`src/rtl/instr_fetch_stage.sv`:
```
// ClassMIPS fetch stage. Keeps the PC and runs a single-outstanding imem handshake.
// Fills the IF/ID register, using a one-entry skid for stalls and flush-and-discard on redirects.
module instr_fetch_stage #(
  parameter logic [31:0] RESET_PC = 32'h0000_0000
) (
  input  logic        clk,
  input  logic        reset,
  output logic        imem_req,
  output logic [31:0] imem_addr,
  input  logic        imem_ready,
  input  logic        imem_rvalid,
  input  logic [31:0] imem_rdata,
  input  logic        stall,
  input  logic        branch_taken,
  input  logic [31:0] branch_target,
  output logic        id_valid,
  output logic [31:0] id_instr,
  output logic [31:0] id_pc_plus4,
  output logic [5:0]  opcode,
  output logic [5:0]  funct
);

  typedef enum logic [1:0] {REQ, WAIT, HOLD} state_t;

  state_t      r_state, w_state_nxt;
  logic [31:0] r_pc, w_pc_nxt;
  logic [31:0] r_pend_pc, w_pend_pc_nxt;
  logic        r_discard, w_discard_nxt;
  logic [31:0] r_sk_instr, w_sk_instr_nxt;
  logic [31:0] r_sk_pc4, w_sk_pc4_nxt;
  logic        r_id_valid, w_id_valid_nxt;
  logic [31:0] r_id_instr, w_id_instr_nxt;
  logic [31:0] r_id_pc4, w_id_pc4_nxt;
  logic [31:0] w_pend_pc4;
  logic [31:0] w_target;

  assign w_pend_pc4 = r_pend_pc + 32'd4;
  assign w_target   = branch_target & ~32'h0000_0003;

  assign imem_req    = (r_state == REQ) && !reset;
  assign imem_addr   = r_pc;
  assign id_valid    = r_id_valid;
  assign id_instr    = r_id_instr;
  assign id_pc_plus4 = r_id_pc4;
  assign opcode      = r_id_instr[31:26];
  assign funct       = r_id_instr[5:0];

  always_ff @(posedge clk) begin
    if (reset) r_state <= REQ;
    else       r_state <= w_state_nxt;
  end

  always_comb begin
    w_state_nxt    = r_state;
    w_pc_nxt       = r_pc;
    w_pend_pc_nxt  = r_pend_pc;
    w_discard_nxt  = r_discard;
    w_sk_instr_nxt = r_sk_instr;
    w_sk_pc4_nxt   = r_sk_pc4;
    // An unstalled IF/ID entry is consumed this cycle unless something reloads it below.
    w_id_valid_nxt = r_id_valid && stall;
    w_id_instr_nxt = r_id_instr;
    w_id_pc4_nxt   = r_id_pc4;

    if (branch_taken) begin
      w_pc_nxt       = w_target;
      w_id_valid_nxt = 1'b0;
      w_sk_instr_nxt = 32'd0;
      w_sk_pc4_nxt   = 32'd0;
      case (r_state)
        WAIT: begin
          if (imem_rvalid) begin
            w_state_nxt   = REQ;
            w_discard_nxt = 1'b0;
          end else begin
            w_discard_nxt = 1'b1;
          end
        end
        REQ: begin
          if (imem_ready) begin
            // The old-PC request was still accepted; its word must be thrown away.
            w_pend_pc_nxt = r_pc;
            w_state_nxt   = WAIT;
            w_discard_nxt = 1'b1;
          end
        end
        default: w_state_nxt = REQ;
      endcase
    end else begin
      case (r_state)
        REQ: begin
          if (imem_ready) begin
            w_pend_pc_nxt = r_pc;
            w_state_nxt   = WAIT;
          end
        end
        WAIT: begin
          if (imem_rvalid) begin
            w_state_nxt = REQ;
            if (r_discard) begin
              w_discard_nxt = 1'b0;
            end else if (!r_id_valid || !stall) begin
              w_id_valid_nxt = 1'b1;
              w_id_instr_nxt = imem_rdata;
              w_id_pc4_nxt   = w_pend_pc4;
              w_pc_nxt       = w_pend_pc4;
            end else begin
              w_sk_instr_nxt = imem_rdata;
              w_sk_pc4_nxt   = w_pend_pc4;
              w_pc_nxt       = w_pend_pc4;
              w_state_nxt    = HOLD;
            end
          end
        end
        HOLD: begin
          if (!stall) begin
            w_id_valid_nxt = 1'b1;
            w_id_instr_nxt = r_sk_instr;
            w_id_pc4_nxt   = r_sk_pc4;
            w_state_nxt    = REQ;
          end
        end
        default: w_state_nxt = REQ;
      endcase
    end
  end

  always_ff @(posedge clk) begin
    if (reset) begin
      r_pc       <= RESET_PC;
      r_pend_pc  <= 32'd0;
      r_discard  <= 1'b0;
      r_sk_instr <= 32'd0;
      r_sk_pc4   <= 32'd0;
      r_id_valid <= 1'b0;
      r_id_instr <= 32'd0;
      r_id_pc4   <= 32'd0;
    end else begin
      r_pc       <= w_pc_nxt;
      r_pend_pc  <= w_pend_pc_nxt;
      r_discard  <= w_discard_nxt;
      r_sk_instr <= w_sk_instr_nxt;
      r_sk_pc4   <= w_sk_pc4_nxt;
      r_id_valid <= w_id_valid_nxt;
      r_id_instr <= w_id_instr_nxt;
      r_id_pc4   <= w_id_pc4_nxt;
    end
  end

endmodule

```
`config.mk`:
```
export PLATFORM = sky130hd
export DESIGN_NAME = instr_fetch_stage
export DESIGN_NICKNAME = d
export VERILOG_FILES = /design/src/rtl/instr_fetch_stage.sv
export SDC_FILE = /design/constraint.sdc
export NUM_CORES = 1
export LEC_CHECK = 0
export BUFFER_PORTS_ARGS = -buffer_cell sky130_fd_sc_hd__buf_2
export CORE_ASPECT_RATIO = 1.4
export CORE_MARGIN = 2
export CORE_UTILIZATION = 25
export DETAILED_ROUTE_END_ITERATION = 7
export GPL_TIMING_DRIVEN = 1
export PLACE_DENSITY = 0.49
export SLEW_MARGIN = 20
export SYNTH_ARGS = -nofsm -noshare
export SYNTH_HDL_FRONTEND = slang
export SYNTH_SLANG_ARGS = --single-unit
```
`constraint.sdc`:
```
create_clock -name clk -period 2.3 [get_ports clk]
set_clock_uncertainty 0.05 [all_clocks]
set_input_delay 0.345 -clock clk [delete_from_list [all_inputs] [get_ports clk]]
set_output_delay 0.345 -clock clk [all_outputs]
set_load 0.02 [all_outputs]
```
Word level (Yosys, flattened, before mapping)

Index checks and enable logic that the tools add are counted.

Register bits: 196
Bits of input ports: 70
Output and inout bits: 110

Add/sub/neg operators: 1
Equality and inequality tests: 9
Mux-type cells: 34
Bitwise operators: 3
Reductions and logical operators: 19

Operators by type and width:

| cell                  | number |
|---|---|
| $mux 32               | 12 |
| $pmux 32 s2           | 2 |
| $add 32x3->32 const B | 1 |
| $mux 2                | 7 |
| $ne 2x2->1 const B    | 5 |
| $mux 1                | 9 |
| $reduce_and 4->1      | 2 |
| $reduce_bool 2->1     | 4 |
| $ne 3x3->1 const B    | 2 |
| $pmux 2 s3            | 1 |
| $reduce_and 3->1      | 2 |
| $reduce_and 6->1      | 1 |
| $pmux 1 s2            | 2 |
| $pmux 2 s2            | 1 |
| $reduce_and 2->1      | 2 |
| $logic_not 1->1       | 3 |
| $not 1->1             | 3 |
| $eq 2x1->1 const B    | 1 |
| $eq 2x2->1 const B    | 1 |
| $logic_and 1x1->1     | 2 |
| $logic_not 2->1       | 1 |
| $reduce_or 2->1       | 1 |
| $logic_or 1x1->1      | 1 |

Logic depth before layout (Yosys ltp)

Gate-level depths: netlist of the first run.

Depth after elaboration: 7
Mapped depth: 9

Worst setup path after synthesis of the first run

No wires, ideal clock.

Path type: register -> register
Start point: register r_state[0]
End point: register r_id_instr[21], in the netlist id_instr[21]
Library setup time: 0.137 ns
Data arrival time: 1.719 ns
Required time: 2.113 ns
Path slack: 0.394 ns
Cell stages (with the launch flop): 9
Period minus slack after synthesis: 1.906 ns
Cells stage by stage: dfxtp_1 -> inv_1 -> ha_1 -> clkbuf_1 -> nand2_1 -> and4b_1 -> clkbuf_1 -> clkbuf_1 -> a211oi_1

Cells in the longest elaborated chain, start to end: 3

RTL lines:

| what                                                             | line | text |
|---|---|---|
| from (decl)                                                      | 25   | `state_t r_state, w_state_nxt;` |
| from (signal assigned)                                           | 50   | `else r_state <= w_state_nxt;` |
| $eq 2x1->1 or $eq 2x2->1 (tied branches)                         | 90   | `case (r_state)` |
| $ne 2x2->1 (no source line) or $reduce_bool 2->1 (tied branches) | -    |  |
| $reduce_and 6->1 (no source line)                                | -    |  |
| to (signal assigned)                                             | 145  | `r_id_instr <= w_id_instr_nxt;` |
| to (decl)                                                        | 32   | `logic [31:0] r_id_instr, w_id_instr_nxt;` |

Parallel ways exist; a longest one is shown, timed or not.
A chain may end at the register's enable or synchronous reset.

Worst setup path in the final report of the first run

Start point: register r_pend_pc[4]
End point: register r_id_pc4[23], in the netlist id_pc_plus4[23]

Cells in the longest elaborated chain, start to end: 5

RTL lines:

| what                   | line | text |
|---|---|---|
| from (decl)            | 27   | `logic [31:0] r_pend_pc, w_pend_pc_nxt;` |
| from (signal assigned) | 140  | `r_pend_pc <= w_pend_pc_nxt;` |
| $add 32x3->32          | 37   | `assign w_pend_pc4 = r_pend_pc + 32'd4;` |
| $mux 32                | 102  | `end else if (!r_id_valid \|\| !stall) begin` |
| $mux 32                | 100  | `if (r_discard) begin` |
| $mux 32                | 98   | `if (imem_rvalid) begin` |
| $pmux 32 s2            | 90   |  |
| to (signal assigned)   | 146  | `r_id_pc4 <= w_id_pc4_nxt;` |
| to (decl)              | 33   | `logic [31:0] r_id_pc4, w_id_pc4_nxt;` |

No other way between the ends. The select of a mux whose other input is x is not followed.

==> summary.md, run 1 <==
| Metric | Value |
|---|---|
| Status | `finished clean` |
| Worst-path clk slew | `0.08 ns` |
| Hold Violations, Final | `0` |
| Fmax | `470 MHz` |
| Synth top area cells | `dfxtp_1, nand2_1, a21oi_1` |
| Vias per inst | `4.58` |
| Slowest cell delay on critical path | `0.43 ns` |
| Type of the worst setup path | `reg -> reg` |
| Reg2reg start | `r_pend_pc[4]` |
| Antenna Nets Post-Route | `0` |
| Clk Latency, worst-skew pair | `0.45 ns` |
| FF-to-FF End | `id_pc_plus4[23]` |
| Clock sink total | `196` |
| Crit path to | `id_pc_plus4[23]` |
| Slew @ Worst Pin | `0.516 ns` |
| Drt first pass iters | `5` |
| DP Cell Count | `1596` |
| Lkg Pwr | `3.86 nW` |
| Area Overhead vs Synth | `25.2%` |
| Synth Instances | `1028` |
| Drc violations | `0` |
| Crit path top cell by count | `nand3_1` |
| Relative slew slack | `65.6%` |
| CTS Buf Count | `17` |
| Post-synth top flop | `dfxtp_1` |
| CP startpoint | `r_pend_pc[4]` |
| Final period util | `92.5%` |
| PD cells | `702 nW/um^2` |
| Register-to-register setup slack | `0.17 ns` |
| Area leader, netlist | `dfxtp_1` |
| Starting Density | `25.5%` |
| Fin Setup TNS | `0 ns` |
| Async SR Flop Fraction | `0%` |
| Most frequent cells after synthesis | `nand2_1, dfxtp_1, a21oi_1` |
| Clock Tree Root | `clkbuf_16` |
| Die X | `158 um` |
| First-pass GRT wire length | `39600 um` |
| Final setup fails | `0` |
| Most frequent cell after synthesis | `nand2_1` |
| Critical path arrival | `2.45 ns` |
| Post-DP HPWL | `17800 um` |
| I/O pin count | `180` |
| DR vias | `7482` |
| CTS Hold Bufs | `0` |
| Critical Path RT | `2.63 ns` |
| Min cycle time layout | `2.13 ns` |
| Hold Worst Slack | `0.0771 ns` |
| Final WL | `25200 um` |
| Worst r2r path cells | `7` |
| Initial antenna violation count | `0` |
| Syn_nets | `1102` |
| Slew Viols, Final | `0` |
| Grt total ovfl | `0` |
| Wire per inst | `15.4 um` |
| Post-synthesis cell type count | `49` |
| ANT cells | `0` |
| H-Tree Depth | `4` |
| TritonCTS clock tree | `yes` |
| Std cell rows | `78` |
| Highest-delay cell along the critical path | `dfxtp_1` |
| Register area share after synthesis | `47.3%` |
| Die ar. | `34700 um^2` |
| Max VDD drop | `0.000331 V` |
| Hold Path Class | `in -> reg` |
| Final GP Congestion | `0.827` |
| Vias in the first global route | `7127` |
| Syn Std Cell Area | `8290 um^2` |
| Critical Path, Cell by Cell | `nand3_1, nor4_4, nand3_1, xnor2_1, buf_4, nand2_1, a31oi_1` |
| Nets | `1253` |
| FF+latch count, synth | `196` |
| Layout cell share with drive strength beyond 1 | `22.6%` |
| Ys Warns | `0` |
| Critical Path End Type | `register` |
| EDFF count, synth | `0` |
| Largest net degree at the start of global routing | `71` |
| CTS max path bufs | `2` |
| Area share of the largest cell type after synthesis | `47.3%` |
| # port buffers | `177` |
| GRT Overall Usage | `14.9%` |
| Detailed Route Iter0 Violations | `351` |
| CP Launch Type | `register` |
| Util after Layout | `32.0%` |
| Die height | `220 um` |
| RSZ-0062 raised after global routing | `no` |
| Non-Filler Instances | `1632` |
| Syn_area_per_cell | `8.07 um^2` |
| CP Max Fanout | `6` |
| MaxCap Viol Count | `0` |
| Core Area | `32500 um^2` |
worst max-delay path: cells and delay by family, from the launching register on:
family,cells,cell delay [ns]
AND/OR/NAND/NOR,4,0.88
flip-flops,1,0.43
XOR/XNOR,1,0.37
buffers and inverters,1,0.19
AO/OA/AOI/OAI,1,0.14
sequential cells by signal, summed over array words and instances, names as in the netlist:
signal,cells
id_instr,32
r_state,2
id_pc_plus4,32
r_sk_pc4,32
id_valid,1
r_pend_pc,32
r_sk_instr,32
imem_addr,32
r_discard,1
kinds of logic after synthesis:
kind of cell,after synthesis,share of synthesized area [%]
adder cells (fa/ha/maj),4,0.604
XOR/XNOR,28,3.05
AND/OR/NAND/NOR,399,20.9
multiplexers,35,4.22
AO/OA/AOI/OAI,265,18.8
flip-flops,196,47.3
buffers and inverters,101,5.14
worst min-delay path by stage:
stage | start | endpoint | slack (ns) | cells after the start
floorplan | r_sk_instr[0] | r_sk_instr[0] | 0.39 | 2
global placement | id_pc_plus4[4] | id_pc_plus4[4] | 0.39 | 2
detailed placement | id_pc_plus4[11] | id_pc_plus4[11] | 0.39 | 2
CTS | branch_target[11] | imem_addr[11] | 0.04 | 3
global route | branch_target[15] | imem_addr[15] | 0.06 | 3
finish | branch_target[11] | imem_addr[11] | 0.08 | 3
area by class of cell:
type | count | area (um^2)
timing repair buffer | 222 | 1320
clock inverter | 11 | 93.8
clock buffer | 21 | 480
sequential | 196 | 3920
inverter | 11 | 45.0
tap | 440 | 551
multi-input combinational | 731 | 3970
fill | 3535 | 22100
power breakdown:
part           internal, mW  leakage, nW  switching (mW)
Combinational         0.284         2.00           0.512
Clock                  1.52        0.271            1.40
Sequential             3.49         1.59          0.0777
repair_timing:
item                                   4_1_cts  5_1_grt
endpoints found under the hold margin        0        0
gates resized for setup                      0        3
setup endpoints to repair                    0        7
setup buffers                                0        4
routing by layer:
layer | wire (um) | vias up | track usage, % | share of wire [%]
li1 | - | 3833 | - | -
met1 | 11200 | 3460 | 18.4 | 45
met2 | 12400 | 167 | 25.3 | 49
met3 | 1120 | 22 | 3.34 | 4.4
met4 | 425 | 0 | 5.02 | 1.7
met5 | 0 | - | 0 | 0
placed cells by master (no fill, tap or decap), drive strengths merged, types with 2 or more instances in the layout:
cell      count
and3         10
xor2         12
o211ai        4
nand4         7
nor4b         5
inv          14
a221oi        3
buf         222
nor3         10
mux2i        35
nor2        108
nand2b        8
nor4          5
a211o         3
o21ai        40
nand2       207
nand3        23
a31oi        17
and4          2
dfxtp       196
clkbuf       21
and2          4
ha            4
a31o          2
nor2b         3
o22ai        15
clkinvlp      5
xnor2        16
a21oi       124
a211oi       53
clkinv        3
metrics by stage:
stage | power [mW] | cell area, um^2 | worst slack, ns
finish | 7.29 | 10400 | 0.172
global route | 7.63 | 10400 | 0.0372
CTS | 7.42 | 10300 | 0.146
detailed placement | 4.45 | 9770 | 0.182
global placement | 4.45 | 9770 | 0.192
floorplan | 4.13 | 8290 | 0.394
(Power assumes the default switching activity.)
==> inputs of run 2 (changes only) <==
--- a/config.mk
+++ b/config.mk
@@ -8,10 +8,10 @@
 export BUFFER_PORTS_ARGS = -buffer_cell sky130_fd_sc_hd__buf_2
 export CORE_ASPECT_RATIO = 1.4
 export CORE_MARGIN = 2
-export CORE_UTILIZATION = 25
+export CORE_UTILIZATION = 45
 export DETAILED_ROUTE_END_ITERATION = 7
 export GPL_TIMING_DRIVEN = 1
-export PLACE_DENSITY = 0.49
+export PLACE_DENSITY = 0.74
 export SLEW_MARGIN = 20
 export SYNTH_ARGS = -nofsm -noshare
 export SYNTH_HDL_FRONTEND = slang
==> constraint.sdc (replaced) <==
create_clock -name clk -period 2.1 [get_ports clk]
set_clock_uncertainty 0.05 [all_clocks]
set_input_delay 0.315 -clock clk [delete_from_list [all_inputs] [get_ports clk]]
set_output_delay 0.315 -clock clk [all_outputs]
set_load 0.02 [all_outputs]
==> summary.md, run 2 (synthesis gave the netlist of run 1 again) <==
| Metric | Value |
|---|---|
| Hold Violations, Final | `0 (unchanged)` |
| Area Overhead vs Synth | `25.5%` |
| Crit path top cell by count | `inv_1` |
| DR vias | `7757 (+3.7%)` |
| Grt total ovfl | `0 (unchanged)` |
| Layout cell share with drive strength beyond 1 | `23.4% (+0.81 points)` |
| Die ar. | `19500 um^2 (-44%)` |
| Most common cell after layout, fill and taps aside | `nand2_1` |
| Wire per inst | `15.5 um (+0.18%)` |
| Worst r2r path cells | `9 (+2)` |
| Util after Layout | `57.8% (+26 points)` |
| Core Area | `18000 um^2 (-45%)` |
| CTS max path bufs | `2 (unchanged)` |
| Clk Latency, worst-skew pair | `0.43 ns (-0.02 ns)` |
| Std cell rows | `58 (-26%)` |
| Final GP Congestion | `0.956 (+16%)` |
| Critical Path, Cell by Cell | `inv_1, ha_2, inv_1, a31o_2, nand4b_1, buf_12, nor2_2, nand2_1, o22ai_1` |
| Multi-input logic area | `4020 um^2 (+1.2%)` |
| Final Total Pwr | `8.52 mW (+17%)` |
| Hold Path Class | `in -> reg` |
| Crit path buffers/inverters | `3 (+2)` |
| Reg2reg start | `r_state[1]` |
| FF/Latch Area | `3930 um^2 (about the same)` |
| Type of the worst setup path | `reg -> reg` |
| I/O pin count | `180 (unchanged)` |
| Relative slew slack | `68.5% (+2.9 points)` |
| CP startpoint | `r_state[1]` |
| Nets | `1259 (+0.48%)` |
| Clock Tree Root | `clkbuf_16` |
| Vias per inst | `5.39 (+18%)` |
| Clock sink total | `196 (unchanged)` |
| Fmax | `496 MHz (+5.6%)` |
| CP Launch Type | `register` |
| TritonCTS clock tree | `yes` |
| H-Tree Depth | `4 (unchanged)` |
| Critical path arrival | `2.32 ns (-0.13 ns)` |
| Slowest cell delay on critical path | `0.36 ns (-0.07 ns)` |
| Drc violations | `0 (unchanged)` |
| Register-to-register setup slack | `0.09 ns (-0.09 ns)` |
| # port buffers | `177 (unchanged)` |
| Most frequent cells in the layout | `nand2_1, dfxtp_1, buf_2` |
| Largest net degree at the start of global routing | `71 (unchanged)` |
| Min cycle time layout | `2.01 ns (-0.114 ns)` |
| First-pass GRT wire length | `34900 um (-12%)` |
| Critical Path End Type | `register` |
| Slew @ Worst Pin | `0.472 ns (-0.0442 ns)` |
| Lkg Pwr | `3.99 nW (+3.5%)` |
| GRT Overall Usage | `22.1% (+7.3 points)` |
| Detailed Route Iter0 Violations | `469 (+34%)` |
| Highest-delay cell along the critical path | `dfxtp_2` |
| Die X | `119 um (-25%)` |
| Crit-path leading delay family | `simple AND/OR/NAND/NOR gates` |
| Final period util | `95.9% (+3.4 points)` |
| PD cells | `819 nW/um^2 (+17%)` |
| CTS Hold Bufs | `0 (unchanged)` |
| Crit path to | `id_pc_plus4[24]` |
| Final WL | `22200 um (-12%)` |
| Starting Density | `46.1% (+21 points)` |
| Hold Worst Slack | `0.0656 ns (-0.0115 ns)` |
| Critical Path RT | `2.40 ns (-0.23 ns)` |
| Design area | `10400 um^2 (+0.19%)` |
| Crit path depth | `9 (+2)` |
| Post-DP HPWL | `14700 um (-18%)` |
| Initial antenna violation count | `0 (unchanged)` |
| MaxCap Viol Count | `0 (unchanged)` |
| Placed cell areas | `9540 um^2 (-2.3%)` |
| Slew Viols, Final | `0 (unchanged)` |
| Max VDD drop | `0.000459 V (+39%)` |
| Fill count | `1698 (-52%)` |
| Final setup fails | `0 (unchanged)` |
| ANT cells | `0 (unchanged)` |
| CP Max Fanout | `18 (+12)` |
| Drt first pass iters | `5 (unchanged)` |
| Status | `finished clean` |
| Worst-path clk slew | `0.07 ns (about the same)` |
| FF-to-FF End | `id_pc_plus4[24]` |
| CTS Buf Count | `17 (unchanged)` |
| Antenna Nets Post-Route | `0 (unchanged)` |
| Die height | `165 um (-25%)` |
| Vias in the first global route | `7061 (-0.93%)` |
run 2: stage by stage:
| stage | TNS [ns] | worst slack [ns] | instances |
|---|---|---|---|
| floorplan | 0 | 0.194 | 1028 |
| global placement | 0 | 0.0797 | 1396 |
| detailed placement | 0 | 0.0494 | 1396 |
| CTS | 0 | 0.0369 | 1428 |
| global route | -0.00570 | -0.00291 | 1438 |
| finish | 0 | 0.0854 | 1438 |
run 2: cell type report:
type	count	share of cell area (%)
Timing Repair Buffer	227	13.9
Tap cell	240	2.89
Multi-Input combinational cell	732	38.6
Sequential cell	196	37.7
Inverter	11	0.433
Clock buffer	21	4.43
Clock inverter	11	2.08
run 2: report_power, final:
group	total (mW)	switching [mW]	internal, mW	leakage, nW
Combinational	0.886	0.556	0.329	2.07
Sequential	3.91	0.0822	3.83	1.59
Clock	3.72	1.41	2.31	0.332
run 2: worst min-delay path by stage:
stage / start / to / slack [ns] / cells past startpoint
2_1_floorplan: r_sk_instr[0] / r_sk_instr[0] / 0.39 / 2
3_3_place_gp: id_pc_plus4[7] / id_pc_plus4[7] / 0.39 / 2
3_5_place_dp: id_pc_plus4[10] / id_pc_plus4[10] / 0.39 / 2
4_1_cts: branch_target[6] / imem_addr[6] / 0.05 / 3
5_1_grt: branch_target[3] / imem_addr[3] / 0.07 / 3
6_report: branch_target[6] / imem_addr[6] / 0.07 / 3
run 2: metal layers:
| metal | global-route usage, % | routed length, um | up-vias |
|---|---|---|---|
| met1 | 27.6 | 9530 | 3653 |
| met4 | 8.82 | 407 | 0 |
| met2 | 38.5 | 11300 | 220 |
| li1 | - | - | 3857 |
| met3 | 3.18 | 968 | 27 |
| met5 | 0 | 0 | - |
run 2: what timing repair did:
item,CTS,global route
resized for setup,0,11
endpoints found under the setup margin,0,65
hold endpoints to repair,0,0
setup buffers,0,6
run 2: tightest hold or removal path: cells and delay by family:
family | cells | cell delay, ns
buf+inv | 1 | 0.07
simple gates | 1 | 0.07
compound gates | 1 | 0.05
